[src/rtl/xadc_drp_scheduler.sv]
// XADC DRP read sequencer: arbitrates one DRP port between an EOC-triggered
// channel scan and a single host read port, with per-read timeout.
module xadc_drp_scheduler #(
    parameter int unsigned         NUM_CH    = 4,
    parameter logic [7*NUM_CH-1:0] CH_ADDRS  = {7'h1c, 7'h14, 7'h11, 7'h03},
    parameter int unsigned         ZERO_LSBS = 4,
    parameter int unsigned         TIMEOUT   = 64
) (
    input  logic                   sysclk,
    input  logic                   rst,
    input  logic                   eoc_in,
    input  logic [NUM_CH-1:0]      ch_mask,
    input  logic                   host_req,
    input  logic [6:0]             host_addr,
    output logic                   host_gnt,
    output logic                   host_done,
    output logic [15:0]            host_data,
    output logic                   host_err,
    output logic                   drp_den,
    output logic [6:0]             drp_daddr,
    output logic                   drp_dwe,
    output logic [15:0]            drp_di,
    input  logic [15:0]            drp_do,
    input  logic                   drp_drdy,
    output logic [12*NUM_CH-1:0]   result,
    output logic [NUM_CH-1:0]      result_valid,
    output logic [NUM_CH-1:0]      result_strobe,
    output logic                   overrun,
    output logic                   timeout_err,
    output logic                   busy
);

    localparam int unsigned SW = (NUM_CH > 1) ? $clog2(NUM_CH) : 1;
    localparam int unsigned PW = $clog2(NUM_CH + 1);
    localparam int unsigned CW = $clog2(TIMEOUT + 1);
    localparam logic [11:0] ZMASK = 12'hFFF << ZERO_LSBS;

    typedef enum logic [1:0] {IDLE, ISSUE, WAIT} state_t;

    state_t          state;
    logic            scan_active;
    logic            scan_pending;
    logic [PW-1:0]   scan_ptr;
    logic [SW-1:0]   cur_slot;
    logic            cur_host;
    logic            last_host;
    logic [CW-1:0]   wait_cnt;

    logic            n_act;
    logic            n_pend;
    logic [PW-1:0]   n_ptr;
    logic            ovr_set;
    logic [SW:0]     base_hit;
    logic [SW:0]     pick;
    logic            scan_want;
    logic [SW-1:0]   scan_idx;

    assign drp_dwe = 1'b0;
    assign drp_di  = '0;
    assign busy    = (state != IDLE) || scan_active || scan_pending;

    // Lowest enabled slot at or above base; MSB of the result flags a hit.
    function automatic logic [SW:0] find_from(input logic [PW-1:0] base,
                                              input logic [NUM_CH-1:0] mask);
        logic [SW:0] hit;
        hit = '0;
        for (int unsigned i = NUM_CH; i > 0; i--) begin
            if (mask[i-1] && ((i - 1) >= 32'(base)))
                hit = {1'b1, SW'(i - 1)};
        end
        return hit;
    endfunction

    // Scan bookkeeping: end-of-scan / pending restart is resolved in the same
    // IDLE cycle as slot selection so masked or exhausted slots cost nothing.
    always_comb begin
        n_act    = scan_active;
        n_pend   = scan_pending;
        n_ptr    = scan_ptr;
        ovr_set  = 1'b0;
        pick     = '0;
        base_hit = find_from(scan_ptr, ch_mask);
        if (state == IDLE && scan_active && !base_hit[SW]) begin
            if (scan_pending && (|ch_mask)) begin
                n_ptr  = '0;
                n_pend = 1'b0;
            end else begin
                n_act  = 1'b0;
                n_pend = 1'b0;
            end
        end
        if (eoc_in && (|ch_mask)) begin
            if (!n_act) begin
                n_act = 1'b1;
                n_ptr = '0;
            end else if (!n_pend) begin
                n_pend = 1'b1;
            end else begin
                ovr_set = 1'b1;
            end
        end
        if (state == IDLE && n_act)
            pick = find_from(n_ptr, ch_mask);
        scan_want = pick[SW];
        scan_idx  = pick[SW-1:0];
    end

    always_ff @(posedge sysclk) begin
        if (rst) begin
            state         <= IDLE;
            scan_active   <= 1'b0;
            scan_pending  <= 1'b0;
            scan_ptr      <= '0;
            cur_slot      <= '0;
            cur_host      <= 1'b0;
            last_host     <= 1'b0;
            wait_cnt      <= '0;
            host_gnt      <= 1'b0;
            host_done     <= 1'b0;
            host_data     <= '0;
            host_err      <= 1'b0;
            drp_den       <= 1'b0;
            drp_daddr     <= 7'h00;
            result        <= '0;
            result_valid  <= '0;
            result_strobe <= '0;
            overrun       <= 1'b0;
            timeout_err   <= 1'b0;
        end else begin
            drp_den       <= 1'b0;
            host_gnt      <= 1'b0;
            host_done     <= 1'b0;
            result_strobe <= '0;
            scan_active   <= n_act;
            scan_pending  <= n_pend;
            scan_ptr      <= n_ptr;
            if (ovr_set)
                overrun <= 1'b1;

            case (state)
                IDLE: begin
                    // Host wins unless it just had the port while a scan waits.
                    if (host_req && !(last_host && scan_want)) begin
                        cur_host  <= 1'b1;
                        last_host <= 1'b1;
                        state     <= ISSUE;
                    end else if (scan_want) begin
                        cur_host  <= 1'b0;
                        last_host <= 1'b0;
                        cur_slot  <= scan_idx;
                        scan_ptr  <= PW'(scan_idx) + PW'(1);
                        state     <= ISSUE;
                    end
                end
                ISSUE: begin
                    drp_den   <= 1'b1;
                    drp_daddr <= cur_host ? host_addr : CH_ADDRS[7*cur_slot +: 7];
                    host_gnt  <= cur_host;
                    wait_cnt  <= CW'(1);
                    state     <= WAIT;
                end
                WAIT: begin
                    if (drp_drdy) begin
                        if (cur_host) begin
                            host_data <= drp_do;
                            host_err  <= 1'b0;
                            host_done <= 1'b1;
                        end else begin
                            result[12*cur_slot +: 12] <= drp_do[15:4] & ZMASK;
                            result_valid[cur_slot]    <= 1'b1;
                            result_strobe[cur_slot]   <= 1'b1;
                        end
                        state <= IDLE;
                    end else if (wait_cnt == CW'(TIMEOUT)) begin
                        timeout_err <= 1'b1;
                        if (cur_host) begin
                            host_data <= '0;
                            host_err  <= 1'b1;
                            host_done <= 1'b1;
                        end
                        state <= IDLE;
                    end else begin
                        wait_cnt <= wait_cnt + CW'(1);
                    end
                end
                default: state <= IDLE;
            endcase
        end
    end

endmodule

[config.mk]
export PLATFORM = sky130hd
export DESIGN_NAME = xadc_drp_scheduler
export DESIGN_NICKNAME = d
export VERILOG_FILES = /design/src/rtl/xadc_drp_scheduler.sv
export SDC_FILE = /design/constraint.sdc
export NUM_CORES = 1
export LEC_CHECK = 0
export BUFFER_PORTS_ARGS = -buffer_cell sky130_fd_sc_hd__buf_4
export CAP_MARGIN = 20
export CORE_ASPECT_RATIO = 1.5
export CORE_MARGIN = 2
export CORE_UTILIZATION = 51
export CTS_BUF_LIST = sky130_fd_sc_hd__clkbuf_16
export DETAILED_ROUTE_END_ITERATION = 10
export GPL_ROUTABILITY_DRIVEN = 0
export PLACE_DENSITY_LB_ADDON = 0.15
export RECOVER_POWER = 25
export SLEW_MARGIN = 10
export SYNTH_ARGS = -nofsm -noshare
export SYNTH_HDL_FRONTEND = slang
export SYNTH_SLANG_ARGS = --single-unit
[constraint.sdc]
create_clock -name sysclk -period 2.15 [get_ports sysclk]
set_input_delay 0.43 -clock sysclk [delete_from_list [all_inputs] [get_ports sysclk]]
set_output_delay 0.43 -clock sysclk [all_outputs]
set_load 0.03 [all_outputs]
==> impl_metrics.yaml, run 1 <==
floorplan:
  num_rows: 40
  die_h_um: 115.6
  chipWidth_um: 78.42
  fp.dieArea_um2: 9067
  design.core.area_um2: 8058
  start_util: 0.5258
  pin_count: 135
place:
  hpwl_mm: 7.891
  dp.cells: 672
  dpl_cell_area_um2: 5179
  portBuffers: 117
hold_path:
  min_path_type: "in -> reg"
  min_from: "drp_do[4]"
  hold_end: "host_data[4]$_SDFFE_PP0P_"
  hold_path_depth: 3
synth:
  yosysSeqAreaShare: 0.4820
  synth.distinct_cells: 55
  synth_ff_type: "dfxtp_1"
  synth_top_area_frac: 0.4820
  ys_async_sr_fraction: 0
  synth_area_leaders: "dfxtp_1, a22oi_1, nor2_1"
  synth_cells: 463
  syn_area_um2: 4237
  syn_area_per_cell_um2: 9.150
  synth_seq_cells: 102
  synth_edf_count: 0
  synth_top_area_cell: "dfxtp_1"
  synth_warnings: 0
final_layout:
  drive_gt1_frac: 0.1921
  area_growth_pct: 25.52
  stdcell_count: 688
  final_cell_mix: "dfxtp_1, buf_4, nor2_1, a22oi_1, clkbuf_1"
  final_area_um2: 5318
  nets: 620
  final_common_cell: "dfxtp_1"
  diodes: 0
global_route:
  overflow: 0
  grt_max_degree: 47
  grt_pass1_vias: 3620
  grt_pass1_wl_mm: 17.69
  busiest_layer: "met2"
  antenna_found_initial: 0
  grt.total_usage: 0.2479
  grt.met3_usage: 0.07009
  grt_use_met2: 0.4517
  grt_use_met1: 0.2718
critical_path:
  worst_path_max_delay_cell: "a221o_1"
  reg2regPathDepth: 5
  path_delay_family: "compound AO/OA/AOI/OAI gates"
  worstPathCellList: "o21bai_1 > a221o_1 > a21oi_1 > nor4b_1 > a311o_1"
  cp_data_arrival_time_ps: 2190
  critPathBufInv: 0
  rr_endpoint: "scan_ptr[0]$_SDFF_PP0_"
  reg2reg_slack_ps: 200
  cp_slowest_stage_delay_ps: 440
  cp-startpoint: "scan_ptr[1]$_SDFF_PP0_"
  r2r_start: "scan_ptr[1]$_SDFF_PP0_"
  required_ps: 2390
  cp-end-kind: "flip-flop"
  crit_path_start_kind: "flip-flop"
  criticalPathCategory: "reg -> reg"
  crit_fanout: 7
pwr:
  p_total_mw: 4.315
  leakage_nw: 2.182
  vdd_drop_max_uv: 547.3
  p_per_area_nw_per_um2: 811.5
clock_network:
  path_clk_slew_ps: 70
  cts_root_buffer: "clkbuf_16"
  clk_path_buf_depth: 2
  clock_sinks: 102
  cts_htree_levels: 3
  cts_buffers: 9
  cts_resized: 0
  cts_tree: "yes"
  clkLatencyLatePin_ps: 350
  cts_setup_buffers: 0
  cts_hold_buf: 0
timing:
  fin_skew_ps: 7.597
  finalHoldViolCount: 0
  rsz0062_at_grt: "no"
  layout_min_cycle_time_ps: 1950
  fin_tns_setup_ps: 0
  fin_crit_sh: 0.9070
  tightestPinTransition_ps: 922.0
  slew_headroom: 0.3854
  finalMaxSlewViolations: 0
  clock.fmax_mhz: 512.8
  setup_viol: 0
routing:
  ant_nets: 0
  first_iter_violations: 242
  vias: 3807
  dr.pass1.iters: 4
  via_per_inst: 5.533
  routedWlPerCell_um: 15.94
  wirelength_mm: 10.97
  drc: 0
status:
  outcome: "complete, no violations"
job:
  cap_violations: 0
==> per-stage QoR <==
stage          worst slack (ps)  hold WS (ps)  utilization
2_1_floorplan             187.0         460.3            -
3_3_place_gp              104.7         438.4       0.6427
3_5_place_dp              50.03         445.3       0.6427
4_1_cts                   215.6         325.4       0.6817
5_1_grt                   12.74         332.5       0.6599
6_report                  199.9         329.4       0.6599
==> state kept, by name, indices dropped and copies added (netlist names), 3 cells and up <==
name           count
wait_cnt           7
drp_daddr          7
host_data         16
scan_ptr           3
result_valid       4
result            48
result_strobe      4
==> layout make-up <==
type	instances	area, µm²
fillers	730	2740
clock inverters	7	88.84
repair buffers	132	815.8
well taps	105	131.4
clock buffers	9	225.2
inverters	8	30.03
flip-flops and latches	102	2042
multi-input cells	325	1984
==> Yosys cell counts, types with 2 or more instances <==
library cell,count
buf_2,3
buf_1,5
ha_1,10
inv_1,8
and2_1,7
mux2i_1,11
nand3_1,15
buf_4,17
dfxtp_1,102
a21oi_1,27
or2_2,2
o21ai_0,6
a22oi_1,49
nor3_1,10
nand2b_1,2
and3_1,14
nand4_1,2
o32ai_1,3
a21o_1,4
o21bai_1,2
nor2_1,75
o21ai_1,2
nor2b_1,4
clkbuf_1,18
a31oi_1,2
nor4b_1,2
a211oi_1,10
nor4_1,2
nand2_1,21
o221ai_1,2
xor2_1,2
==> cell families (layout without fill, tap and decap cells) <==
logic type | Yosys count | after routing | share of synthesized area
buf+inv | 52 | 156 | 0.06379
compound gates | 118 | 118 | 0.2011
other cells | 1 | 17 | 0.0008852
simple gates | 166 | 166 | 0.1899
xor+xnor | 2 | 2 | 0.004135
fa+ha+maj | 10 | 10 | 0.02953
mux | 12 | 12 | 0.02865
flops | 102 | 102 | 0.4820
==> worst max path at each step <==
stage,slack (ps),end,cells after the start
finish,200,scan_ptr[0]$_SDFF_PP0_,5
global route,10,scan_ptr[0]$_SDFF_PP0_,5
CTS,220,scan_ptr[0]$_SDFF_PP0_,5
detailed placement,50,scan_ptr[0]$_SDFF_PP0_,6
global placement,100,scan_ptr[0]$_SDFF_PP0_,6
floorplan,190,scan_ptr[0]$_SDFF_PP0_,6
==> where the power goes <==
group	switching, mW	internal (mW)	total, mW
clock network	0.710	1.01	1.72
registers	0.0435	1.93	1.98
logic	0.401	0.211	0.613
==> metal layers <==
metal,wire (µm),share of wire
met1,4200,0.38
met2,5908,0.54
met3,614,0.056
met4,240,0.022
met5,0,0
==> worst register-to-register path: stages (launching register included) <==
cell	delay [ps]
dfxtp_1	370
o21bai_1	230
a221o_1	440
a21oi_1	410
nor4b_1	110
a311o_1	280
No activity file was read; power rests on OpenSTA's default activity.
==> run 2: changes to the inputs <==
Settings changed: RECOVER_POWER 25 to 100.
==> run 2 against run 1 <==
Effect of this change: cell area fell by 3.2%; sequential share of layout area rose by 1.3 points; routed wire length fell by 0.83%; sequential cell count did not move; critical path depth did not move; hold slack barely moved; non-clock buffer count did not move; sequential power barely moved; clock-buffer cell count did not move; critical endpoint unchanged; global-route usage did not move; clock power barely moved; combinational power fell by 3%.
==> impl_metrics.yaml, run 2 (synthesis results as in run 1) <==
pwr:
  swShare: 0.2670
  p_clk_frac: 0.400
  vdd_drop_max_uv: 544.0
  p_sw_mw: 1.146
  p_int_mw: 3.145
  p_per_area_nw_per_um2: 833.9
  p_comb_frac: 0.139
  leakage_nw: 1.997
  p_seq_frac: 0.461
final_layout:
  final_common_cell: "dfxtp_1"
  diodes: 0
  final_cell_mix: "dfxtp_1, clkbuf_1, nor2_1, a22oi_1, buf_4"
  finish.utilization: 0.6385
  drive_gt1_frac: 0.1132
  area_growth_pct: 21.44
  final_area_um2: 5145
  largest_register: "result"
  largest_reg_flops: 48
  reg_top3: "result x48, host_data x16"
  nets: 620
global_route:
  antenna_found_initial: 0
  grt.total_usage: 0.2479
  overflow: 0
  grt_pass1_wl_mm: 17.69
  grt_max_degree: 47
  grt_pass1_vias: 3620
job:
  cap_violations: 0
routing:
  wirelength_mm: 10.87
  first_iter_violations: 243
  drc: 0
  routedWlPerCell_um: 15.81
  via_per_inst: 5.503
  ant_nets: 0
  dr.pass1.iters: 4
  vias: 3786
clock_network:
  clock_sinks: 102
  cts_resized: 0
  cts_buffers: 9
  cts_setup_buffers: 0
  clkLatencyLatePin_ps: 350
  clk_path_buf_depth: 2
  path_clk_slew_ps: 70
  cts_root_buffer: "clkbuf_16"
  cts_hold_buf: 0
  cts_tree: "yes"
  cts_htree_levels: 3
timing:
  fin_skew_ps: 8.097
  finalHoldViolCount: 0
  setup_slack_ps: 206.0
  clock.fmax_mhz: 514.4
  layout_min_cycle_time_ps: 1944
  tightestPinTransition_ps: 917.9
  fin_tns_setup_ps: 0
  finalMaxSlewViolations: 0
  setup_viol: 0
  rsz0062_at_grt: "no"
  slew_headroom: 0.3881
  fin_hold_ws_ps: 329.5
  fin_crit_sh: 0.9042
critical_path:
  cp_data_arrival_time_ps: 2180
  criticalPathCategory: "reg -> reg"
  path_delay_family: "compound AO/OA/AOI/OAI gates"
  crit_path_start_kind: "flip-flop"
  worst_path_max_delay_cell: "a221o_1"
  reg2reg_slack_ps: 210
  cp-end-kind: "flip-flop"
  required_ps: 2390
  cp_slowest_stage_delay_ps: 440
  rr_endpoint: "scan_ptr[0]$_SDFF_PP0_"
  cp-startpoint: "scan_ptr[1]$_SDFF_PP0_"
  r2r_start: "scan_ptr[1]$_SDFF_PP0_"
  critPathBufInv: 0
  crit_fanout: 7
  worstPathCellList: "o21bai_1 > a221o_1 > a21oi_1 > nor4b_1 > a311o_1"
  reg2regPathDepth: 5
floorplan:
  fp.dieArea_um2: 9067
  num_rows: 40
  die_h_um: 115.6
  pin_count: 135
  design.core.area_um2: 8058
  start_util: 0.5258
  chipWidth_um: 78.42
hold_path:
  min_from: "drp_do[4]"
  min_path_type: "in -> reg"
  hold_end: "host_data[4]$_SDFFE_PP0P_"
  hold_path_depth: 3
place:
  portBuffers: 117
  dp_slack_ps: 50.03
  hpwl_mm: 7.891
  dpl_cell_area_um2: 5179
status:
  outcome: "complete, no violations"
==> run 2: layer usage <==
layer / up-vias / global-route usage / part of all wire
li1: 1851 / - / -
met1: 1815 / 0.2718 / 0.38
met2: 101 / 0.4517 / 0.55
met3: 19 / 0.07009 / 0.054
met4: 0 / 0.09591 / 0.019
met5: - / 0 / 0
==> run 2: worst max path at each step <==
stage | end | cells past startpoint
2_1_floorplan | scan_ptr[0]$_SDFF_PP0_ | 6
3_3_place_gp | scan_ptr[0]$_SDFF_PP0_ | 6
5_1_grt | scan_ptr[0]$_SDFF_PP0_ | 5
3_5_place_dp | scan_ptr[0]$_SDFF_PP0_ | 6
6_report | scan_ptr[0]$_SDFF_PP0_ | 5
4_1_cts | scan_ptr[0]$_SDFF_PP0_ | 5
==> run 2: cell type report <==
type | count | area, µm²
multi-input combinational | 325 | 1978
inverter | 8 | 30.03
sequential | 102 | 2042
timing repair buffer | 132 | 649.4
clock buffer | 9 | 225.2
fill | 777 | 2913
clock inverter | 7 | 88.84
tap | 105 | 131.4
==> run 2: stage by stage <==
step	power (mW)	instances
after floorplan	2.451	479
after global placement	2.629	672
after detailed placement	2.642	672
after CTS	4.344	688
after global routing	4.466	688
final	4.290	688
==> run 2: worst reg2reg max path, cell delays in order (launching register included) <==
cell	delay [ps]
dfxtp_1	370
o21bai_1	230
a221o_1	440
a21oi_1	410
nor4b_1	110
a311o_1	280
==> run 2: power groups by stage <==
stage          clock network (mW)  registers, mW  logic [mW]
6_report                     1.72           1.98       0.596
5_1_grt                      1.82           1.98       0.659
4_1_cts                      1.74           1.98       0.626
3_5_place_dp                    0           2.02       0.622
3_3_place_gp                    0           2.02       0.610
2_1_floorplan                   0           2.06       0.391
==> run 3: changes to the inputs <==
--- a/config.mk
+++ b/config.mk
@@ -15,3 +15,3 @@
 export GPL_ROUTABILITY_DRIVEN = 0
-export PLACE_DENSITY_LB_ADDON = 0.15
+export PLACE_DENSITY = 0.8
 export RECOVER_POWER = 100
--- a/constraint.sdc
+++ b/constraint.sdc
@@ -3,2 +3,2 @@
 set_output_delay 0.43 -clock sysclk [all_outputs]
-set_load 0.03 [all_outputs]
+set_load 0.05 [all_outputs]
==> run 3 against run 2 <==
Effect of this change: sequential cell count stayed put; die area stayed put; via count rose by 0.16%; clock-buffer cell count stayed put; register-to-register slack about the same; combinational power rose by 11%; hold slack gained 16 ps; final cell count stayed put.
==> impl_metrics.yaml, run 3 (synthesis results as in run 1) <==
routing:
  drc: 0
  first_iter_violations: 199
  routedWlPerCell_um: 15.60
  wirelength_mm: 10.73
  dr.pass1.iters: 5
  vias: 3792
  via_per_inst: 5.512
  ant_nets: 0
timing:
  rsz0062_at_grt: "no"
  fin_tns_setup_ps: 0
  fin_crit_sh: 0.9077
  slew_headroom: 0.4252
  layout_min_cycle_time_ps: 1952
  fin_skew_ps: 6.168
  clock.fmax_mhz: 512.4
  tightestPinTransition_ps: 861.8
  setup_viol: 0
  finalHoldViolCount: 0
  finalMaxSlewViolations: 0
final_layout:
  area_growth_pct: 22.03
  num-fill-cells: 764
  reg_top3: "result x48, host_data x16"
  nets: 621
  diodes: 0
  finish.utilization: 0.6416
  final_cell_mix: "dfxtp_1, clkbuf_1, nor2_1, a22oi_1, buf_4"
  drive_gt1_frac: 0.1184
  largest_register: "result"
  largest_reg_flops: 48
  final_common_cell: "dfxtp_1"
floorplan:
  fp.dieArea_um2: 9067
  design.core.area_um2: 8058
  die_h_um: 115.6
  start_util: 0.5258
  num_rows: 40
  pin_count: 135
  chipWidth_um: 78.42
place:
  hpwl_mm: 7.822
  portBuffers: 117
pwr:
  p_total_mw: 4.455
  p_per_area_nw_per_um2: 861.6
  vdd_drop_max_uv: 604.8
  leakage_nw: 1.997
clock_network:
  clock_sinks: 102
  clkLatencyLatePin_ps: 340
  cts_resized: 0
  cts_root_buffer: "clkbuf_16"
  clk_path_buf_depth: 2
  cts_buffers: 9
  path_clk_slew_ps: 70
  cts_htree_levels: 3
  cts_tree: "yes"
  cts_setup_buffers: 0
  cts_hold_buf: 0
hold_path:
  min_path_type: "in -> reg"
  min_from: "drp_do[0]"
critical_path:
  crit_path_start_kind: "flip-flop"
  crit_fanout: 7
  critPathBufInv: 0
  criticalPathCategory: "reg -> reg"
  cp_data_arrival_time_ps: 2180
  path_delay_family: "compound AO/OA/AOI/OAI gates"
  cp_slowest_stage_delay_ps: 440
  worstPathCellList: "o21bai_1 > a221o_1 > a21oi_1 > nor4b_1 > a311o_1"
  cp-end-kind: "flip-flop"
  required_ps: 2380
  cp-startpoint: "scan_ptr[1]$_SDFF_PP0_"
  worst_path_max_delay_cell: "a221o_1"
  r2r_start: "scan_ptr[1]$_SDFF_PP0_"
status:
  outcome: "complete, no violations"
global_route:
  grt.total_usage: 0.2386
  grt_pass1_wl_mm: 17.22
  grt_pass1_vias: 3548
  grt_max_degree: 51
  overflow: 0
  antenna_found_initial: 0
job:
  cap_violations: 0
## run 3: where the power goes
part           switching [mW]  total [mW]  internal [mW]
registers              0.0429        1.98           1.94
clock network           0.682        1.81           1.13
logic                   0.466       0.664          0.199
total                    1.19        4.45           3.26
## run 3: metal layers
metal | wire (µm) | share of wire | vias to the layer above | global-route usage
met5 | 0 | 0 | - | 0
met4 | 146 | 0.014 | 0 | 0.09708
met3 | 584 | 0.054 | 14 | 0.05919
met2 | 5804 | 0.54 | 130 | 0.4276
met1 | 4195 | 0.39 | 1797 | 0.2711
li1 | - | - | 1851 | -
## run 3: worst reg2reg max path: stages, from the launching register on
cell	delay (ps)
dfxtp_1	360
o21bai_1	230
a221o_1	450
a21oi_1	420
nor4b_1	110
a311o_1	280
## run 3: worst paths after layout
kind / endpoint / slack, ps / cells past startpoint
worst max-delay path: scan_ptr[0]$_SDFF_PP0_ / 200 / 5
worst min-delay path: host_data[0]$_SDFFE_PP0P_ / 350 / 3
worst max register to register: scan_ptr[0]$_SDFF_PP0_ / 200 / 5
worst min register to register: result[5]$_SDFFE_PP0P_ / 450 / 2
## run 3: per-stage QoR
stage                     setup WS, ps  instance area [µm²]  hold WS (ps)  instances
after floorplan                  187.0                 4297         460.3        479
final                            198.4                 5170         346.0        688
after detailed placement         53.97                 5186         445.6        673
after global placement           111.4                 5186         438.7        673
after global routing             49.97                 5170         350.8        688
after CTS                        209.7                 5523         341.2        688
## run 3: cell type report
type | instances | area (µm²) | area share
clock buffer | 9 | 225.2 | 0.04356
timing repair buffer | 133 | 655.6 | 0.1268
inverter | 8 | 30.03 | 0.005808
multi-input combinational | 325 | 1974 | 0.3819
tap | 105 | 131.4 | 0.02541
sequential | 102 | 2042 | 0.3950
clock inverter | 6 | 111.4 | 0.02154
